===== config.mk =====
export PLATFORM = sky130hd
export DESIGN_NAME = vga_sync_gen
export DESIGN_NICKNAME = d
export VERILOG_FILES = /design/src/rtl/vga_sync_gen.sv
export SDC_FILE = /design/constraint.sdc
export NUM_CORES = 1
export LEC_CHECK = 0
export BUFFER_PORTS_ARGS = -buffer_cell sky130_fd_sc_hd__buf_2
export CORE_UTILIZATION = 47
export CTS_CLUSTER_DIAMETER = 150
export DETAILED_ROUTE_END_ITERATION = 6
export PLACE_DENSITY = 0.84
export SLEW_MARGIN = 20
export SYNTH_ARGS = -nofsm -noshare
export SYNTH_HDL_FRONTEND = slang
export SYNTH_SLANG_ARGS = --single-unit

===== constraint.sdc =====
create_clock -name clk -period 1.6 [get_ports clk]
set_input_delay 0.32 -clock clk [delete_from_list [all_inputs] [get_ports clk]]
set_output_delay 0.32 -clock clk [all_outputs]
set_load 0.05 [all_outputs]

===== src/rtl/vga_sync_gen.sv =====
// 640x480 VGA timing generator: pixel-rate divider, horizontal/vertical scan
// counters, sync decode and a registered, blanked colour output stage.
module vga_sync_gen #(
    parameter int H_DISPLAY   = 640,
    parameter int H_FRONT     = 16,
    parameter int H_SYNC      = 96,
    parameter int H_BACK      = 48,
    parameter int V_DISPLAY   = 480,
    parameter int V_FRONT     = 10,
    parameter int V_SYNC      = 2,
    parameter int V_BACK      = 33,
    parameter int CLK_DIV     = 2,
    parameter int SYNC_ACTIVE = 0
) (
    input  logic       clk,
    input  logic       rst,
    input  logic [2:0] rgb_in,
    output logic       p_tick,
    output logic [9:0] pixel_x,
    output logic [9:0] pixel_y,
    output logic       video_on,
    output logic       frame_tick,
    output logic       hsync,
    output logic       vsync,
    output logic [2:0] rgb_out
);

    localparam int H_TOTAL = H_DISPLAY + H_FRONT + H_SYNC + H_BACK;
    localparam int V_TOTAL = V_DISPLAY + V_FRONT + V_SYNC + V_BACK;
    localparam int DIV_W   = (CLK_DIV > 1) ? $clog2(CLK_DIV) : 1;

    localparam logic [DIV_W-1:0] DIV_LAST = DIV_W'(CLK_DIV - 1);
    localparam logic [9:0] H_LAST   = 10'(H_TOTAL - 1);
    localparam logic [9:0] V_LAST   = 10'(V_TOTAL - 1);
    localparam logic [9:0] H_VIS    = 10'(H_DISPLAY);
    localparam logic [9:0] V_VIS    = 10'(V_DISPLAY);
    localparam logic [9:0] HS_FIRST = 10'(H_DISPLAY + H_FRONT);
    localparam logic [9:0] HS_LAST  = 10'(H_DISPLAY + H_FRONT + H_SYNC - 1);
    localparam logic [9:0] VS_FIRST = 10'(V_DISPLAY + V_FRONT);
    localparam logic [9:0] VS_LAST  = 10'(V_DISPLAY + V_FRONT + V_SYNC - 1);
    localparam logic       SYNC_ON  = (SYNC_ACTIVE != 0);
    localparam logic       SYNC_OFF = ~SYNC_ON;

    logic [DIV_W-1:0] div_cnt;
    logic [9:0]       h_cnt;
    logic [9:0]       v_cnt;
    logic             h_end;
    logic             v_end;
    logic             h_sync_act;
    logic             v_sync_act;

    // With CLK_DIV=1 DIV_LAST is 0 and div_cnt never leaves 0, so p_tick stays high.
    assign p_tick = (div_cnt == DIV_LAST);

    always_ff @(posedge clk) begin
        if (rst) begin
            div_cnt <= '0;
        end else if (p_tick) begin
            div_cnt <= '0;
        end else begin
            div_cnt <= div_cnt + DIV_W'(1);
        end
    end

    assign h_end = (h_cnt == H_LAST);
    assign v_end = (v_cnt == V_LAST);

    always_ff @(posedge clk) begin
        if (rst) begin
            h_cnt <= '0;
            v_cnt <= '0;
        end else if (p_tick) begin
            if (h_end) begin
                h_cnt <= '0;
                v_cnt <= v_end ? '0 : v_cnt + 10'd1;
            end else begin
                h_cnt <= h_cnt + 10'd1;
            end
        end
    end

    assign pixel_x    = h_cnt;
    assign pixel_y    = v_cnt;
    assign video_on   = (h_cnt < H_VIS) && (v_cnt < V_VIS);
    assign frame_tick = p_tick && h_end && v_end;

    assign h_sync_act = (h_cnt >= HS_FIRST) && (h_cnt <= HS_LAST);
    assign v_sync_act = (v_cnt >= VS_FIRST) && (v_cnt <= VS_LAST);

    // Output stage runs every clk so sync and colour trail the counters by one clk.
    always_ff @(posedge clk) begin
        if (rst) begin
            hsync   <= SYNC_OFF;
            vsync   <= SYNC_OFF;
            rgb_out <= '0;
        end else begin
            hsync   <= h_sync_act ? SYNC_ON : SYNC_OFF;
            vsync   <= v_sync_act ? SYNC_ON : SYNC_OFF;
            rgb_out <= video_on ? rgb_in : '0;
        end
    end

endmodule


* Word level (Yosys, flattened, before mapping)
Index checks and enable logic that the tools add are counted.
** Word-level totals
- Register bits after elaboration :: 26
- Bits in latches :: 0
- Memory bits (writable) :: 0
- Memory bits (read-only) :: 0
- Word-level logic and storage cells :: 30
- Memories kept :: 0
** Cells by class
- Add/sub/neg operators :: 3
- $mul :: 0
- Div/mod/pow operators :: 0
- $lt $le $gt $ge :: 6
- Equality and inequality tests :: 2
- Shift operators :: 0
- Mux-type cells :: 4
- Bitwise gates (word level) :: 1
- Reductions and logical operators :: 8
** Operators with widths (number)
- $add 10x1->10 const B :: 2
- $eq 10x10->1 const B :: 2
- $mux 10 :: 2
- $ge 10x10->1 const B :: 1
- $ge 10x9->1 const B :: 1
- $le 10x10->1 const B :: 1
- $le 10x9->1 const B :: 1
- $lt 10x10->1 const B :: 1
- $lt 10x9->1 const B :: 1
- $logic_and 1x1->1 :: 5
- $reduce_or 2->1 :: 2
- $mux 1 :: 2
- $reduce_and 2->1 :: 1
- $add 1x1->1 const B :: 1
- $not 1->1 :: 1

* Logic depth before layout (Yosys ltp)
- Word-level depth :: 4
- Depth in mapped cells :: 6
- Mapped depth without buffers :: 6

* Worst setup path after synthesis
No wires, ideal clock.
- Path kind :: flip-flop to output port
- Start point :: register h_cnt[0] (netlist: pixel_x[0])
- End point :: output port frame_tick
- Arrival time :: 2.101 ns
- Data required time :: 1.280 ns
- Setup slack :: -0.821 ns
- Cell stages (with the launch flop) :: 5
- Buffers on the path :: 0
- Path through :: dfxtp_1 ha_1 and4b_1 nand3_1 nor2_1
** On the way
- Cells in the longest elaborated chain, start to end :: 3
** RTL lines
- start: declaration :: RTL line 45 : logic [9:0] h_cnt;
- start signal: assignment :: RTL line 77 : h_cnt <= h_cnt + 10'd1;
- $eq 10x10->1 :: RTL line 65 : assign h_end = (h_cnt == H_LAST);
- $logic_and 1x1->1 (2 in a row) :: RTL line 85 : assign frame_tick = p_tick && h_end && v_end;
- end: declaration :: RTL line 22 : output logic frame_tick,
Every way passes these cells.

* Final worst setup path
- Start point :: register v_cnt[0] (netlist: pixel_y[0])
- End point :: output port frame_tick
** On the way
- Cells in the longest elaborated chain, start to end :: 2
** RTL lines
- start: declaration :: RTL line 46 : logic [9:0] v_cnt;
- start signal: assignment :: RTL line 75 : v_cnt <= v_end ? '0 : v_cnt + 10'd1;
- $eq 10x10->1 :: RTL line 66 : assign v_end = (v_cnt == V_LAST);
- $logic_and 1x1->1 :: RTL line 85
Every way passes these cells.

==> implementation parameters <==
Parameter                              Value

Worst setup path
  Kind of end point of the critical path    output pin
  Slowest cell delay on critical path    ~0.38 ns
  Max FO, Critical Path    2
  Cell family with most CP delay    simple AND/OR/NAND/NOR gates
  Number of cells on the critical path    6
  Critical Path AT    between 1.5 and 2 ns
  Worst r2r path cells    6
  Launching point of the worst reg2reg path    pixel_x[0]
  Path type of the worst setup path    flip-flop to output pin
  Crit path buf inv count    2
  R2R Path End    pixel_y[9]
  Cell breakdown of the critical path    inv_4, ha_4, and4b_1, nand4b_1, nor2_4, buf_8
  Startpoint type of the worst setup path    flip-flop
  Slowest cell on the critical path    dfxtp_4
  Data required time of the critical path    between 1 and 1.5 ns
  Minimum setup slack among reg-to-reg paths    -0.07 ns

Clock tree
  Buffer cell driving the clock tree root    clkbuf_4
  CTS tree    yes
  Count of clock tree sinks    26
  Clock-pin slew of the registers on the worst-case setup and hold paths    roughly 0.15 ns
  Inserted Clock Buffers    3
  Maximum buffer depth of the clock tree    2
  Skew-Pair Late Insertion Delay    roughly 0.33 ns
  Clock H-tree levels    1

Route
  Total number of vias    about 1,400
  Total Wirelength    ~4300 um
  1st-pass router iterations    4
  Average vias per placed instance    approximately 6
  Post-route ant nets    0
  Residual DRC    0
  Per-cell routed wire length    approximately 19 um
  Initial drt markers    between 40 and 50

Placement
  Cell area after placement    between 0.0015 and 0.002 mm^2
  Number of port buffers    32
  Routability congestion estimate    about 0.86
  HPWL after detailed placement    approximately 2300 um

STA
  Final-layout setup total negative slack    -0.5122 ns
  Final period util    120.1%
  Hold slack final    just over 0.2 ns
  Maximum clock rate    around 0.52 GHz
  Number of failing setup endpoints in the final timing report    7
  Normalized max-slew margin    71.26%
  Unrepaired setup endpoints after global routing    yes
  Clock skew after layout    ~0.0083 ns
  Worst-margin pin slew    about 0.43 ns
  Final-report hold violation count    0
  Post-route setup slack    -0.3212 ns
  Pins over their slew limit    0
  Fin crit period    just under 2 ns

Logic synthesis
  Yosys warning count    0
  Number of enable-type register cells in the synthesized netlist    0
  Post-synthesis simple-gate area fraction    between 30% and 40%
  Mean post-synth cell area    between 9 and 10 um^2
  Instance count of the mapped netlist    around 140
  Post-Synthesis Net Count    150
  Distinct cell type count of the synthesized netlist    35
  Register area share after synthesis    between 30% and 40%
  Largest family of logic cells by synthesized area    simple AND/OR/NAND/NOR gates
  Proportion of netlist area held by the largest area contributor    39.73%
  Share of cell area taken by muxes after synthesis    1.528%
  Asr flop ratio synth    0%
  Biggest area contributors in the synthesized netlist    dfxtp_1 40%, xnor2_1 6.7%, nor2_1 6.0%
  Most used flip-flop cell after synthesis    dfxtp_1
  Adder-cell share of the synthesized area    between 3 and 4%
  Mapped cell area    0.001310 mm^2
  Synthesized-area fraction occupied by xor and xnor cells    approximately 10%
  Synth Area in Compound Gates    around 3.7%
  Post-synthesis sequential element count    26
  Area leader, netlist    dfxtp_1

Global routing
  Most heavily used metal layer in global routing    met2
  Fraction of met2 tracks used by global routing    between 40 and 50%
  Via count of the first global-routing pass    about 1,200
  Maximum number of pins on one net before global-route repair    16
  Total routing resource utilization after global routing    27.23%
  Antenna violations before repair    0
  Global-route met3 utilization    4.444%
  Wire length of the first global-routing pass    between 5000 and 6000 um
  GR Overflow Total    0
  M1 GR Usage    32.78%

Cells and area
  Number of nets at the end of the flow    209
  Fraction of final layout cells with drive strength greater than 1    between 50% and 60%
  Commonest cells after routing, fill and taps aside    30 x buf_2, 27 x buf_4, 15 x nor2_1
  Filler cells    169
  Synthesis-to-layout area growth    50.14%
  Most frequent standard cell in the layout excluding fill and tap cells    buf_2
  Diodes inserted    0
  Finished layout cell area    0.001967 mm^2

Floorplan
  Core Footprint    about 0.0025 mm^2
  Die span in x    between 50 and 60 um
  Die Ht    54.80 um
  Die area    about 0.0030 mm^2
  Cell Rows    18
  Top-level I/O count    33
  Starting density of the core    around half

Run
  Max Cap Viol    0

Power
  Leakage dissipation    just over 0.8 nW
  Power per standard cell area    622.1 mW/mm^2
  Worst VDD drop    approximately 0.49 mV

Outcome
  Violated checks    negative setup slack
  Outcome    finished with violations

Min path
  Worst hold path stage count    2
  Worst hold-check path type    input port to flip-flop
  Hold endpoint    rgb_out[1]
  Start point of the worst min-delay path    rgb_in[1]
## sequential cells by signal, indices dropped and copies added, names as in the netlist
signal / count
rgb_out: 3
pixel_y: 10
vsync: 1
p_tick: 1
hsync: 1
pixel_x: 10
## logic make-up (layout without fill, tap and decap cells)
family	after synthesis	in the layout
AND/OR/NAND/NOR	76	76
flip-flops	26	26
XOR/XNOR	15	15
buffers and inverters	11	69
AO/OA/AOI/OAI	7	7
adder cells (fa/ha/maj)	4	4
multiplexers	2	2
## repair_timing
item / in CTS / in global routing
buffers inserted: 15 / 5
pin swaps: 12 / 9
hold buffers: 0 / 0
endpoints found under the setup margin: 2 / 12
resized for setup: 19 / 17
## how the worst max path moves through the flow
stage	startpoint	to
after global routing	pixel_y[0]	frame_tick
after floorplan	pixel_x[4]	frame_tick
final	pixel_y[0]	frame_tick
after global placement	pixel_y[0]	frame_tick
after CTS	pixel_y[0]	frame_tick
after detailed placement	pixel_y[0]	frame_tick
## routing by layer
metal / wire length, um / share of wire, % / vias up
met1: 1679 / 39 / 653
met3: 370 / 8.7 / 14
met5: 0 / 0 / -
li1: - / - / 615
met2: 2117 / 50 / 86
met4: 89 / 2.1 / 0
## worst register-to-register path, stage by stage (launching register included)
cell	delay [ns]
dfxtp_4	0.39
ha_4	0.14
buf_6	0.11
nand3b_4	0.12
nor4_4	0.40
mux2i_1	0.15
nor4_2	0.29
## cells in the mapped netlist (2+ instances only)
master,number
nand2_1,9
dfxtp_1,26
xnor2_1,10
nor4_1,4
and2_1,3
and3_1,2
nor4_2,2
ha_1,4
nor3_1,6
mux2i_1,2
nand4_4,2
nand2b_1,2
buf_2,2
nand3_1,4
xor2_1,5
nor2_1,21
inv_1,5
nand4bb_1,2
and4_1,2
nand4_1,6
a21oi_1,4
clkbuf_1,3
nand4b_1,2
and4b_1,2
## through the flow
stage | cells | util, % | worst slack [ns] | power [W]
after detailed placement | 209 | 64.80 | -0.03342 | 0.0007739
final | 229 | 77.29 | -0.3212 | 0.001224
after global placement | 209 | 64.80 | 0.01288 | 0.0007697
after floorplan | 141 | - | -0.05301 | 0.0007448
after CTS | 228 | 73.60 | -0.2449 | 0.001221
after global routing | 229 | 77.29 | -0.3607 | 0.001255
## layout make-up
type / count / area, um^2 / area share (%)
Clock buffer: 3 / 22.52 / 1.145
Clock inverter: 1 / 30.03 / 1.527
Inverter: 5 / 21.27 / 1.081
Multi-Input combinational cell: 104 / 893.4 / 45.42
Sequential cell: 26 / 571.8 / 29.07
Tap cell: 30 / 37.54 / 1.908
Timing Repair Buffer: 60 / 390.4 / 19.85
## report_power, final
group | switching [W] | total [W] | internal, W
clock | 0.000207 | 0.000460 | 0.000253
sequential | 0.0000117 | 0.000656 | 0.000644
combinational | 0.0000718 | 0.000107 | 0.0000353
total | 0.000291 | 0.00122 | 0.000933
Power figures use the tool's default switching activity.
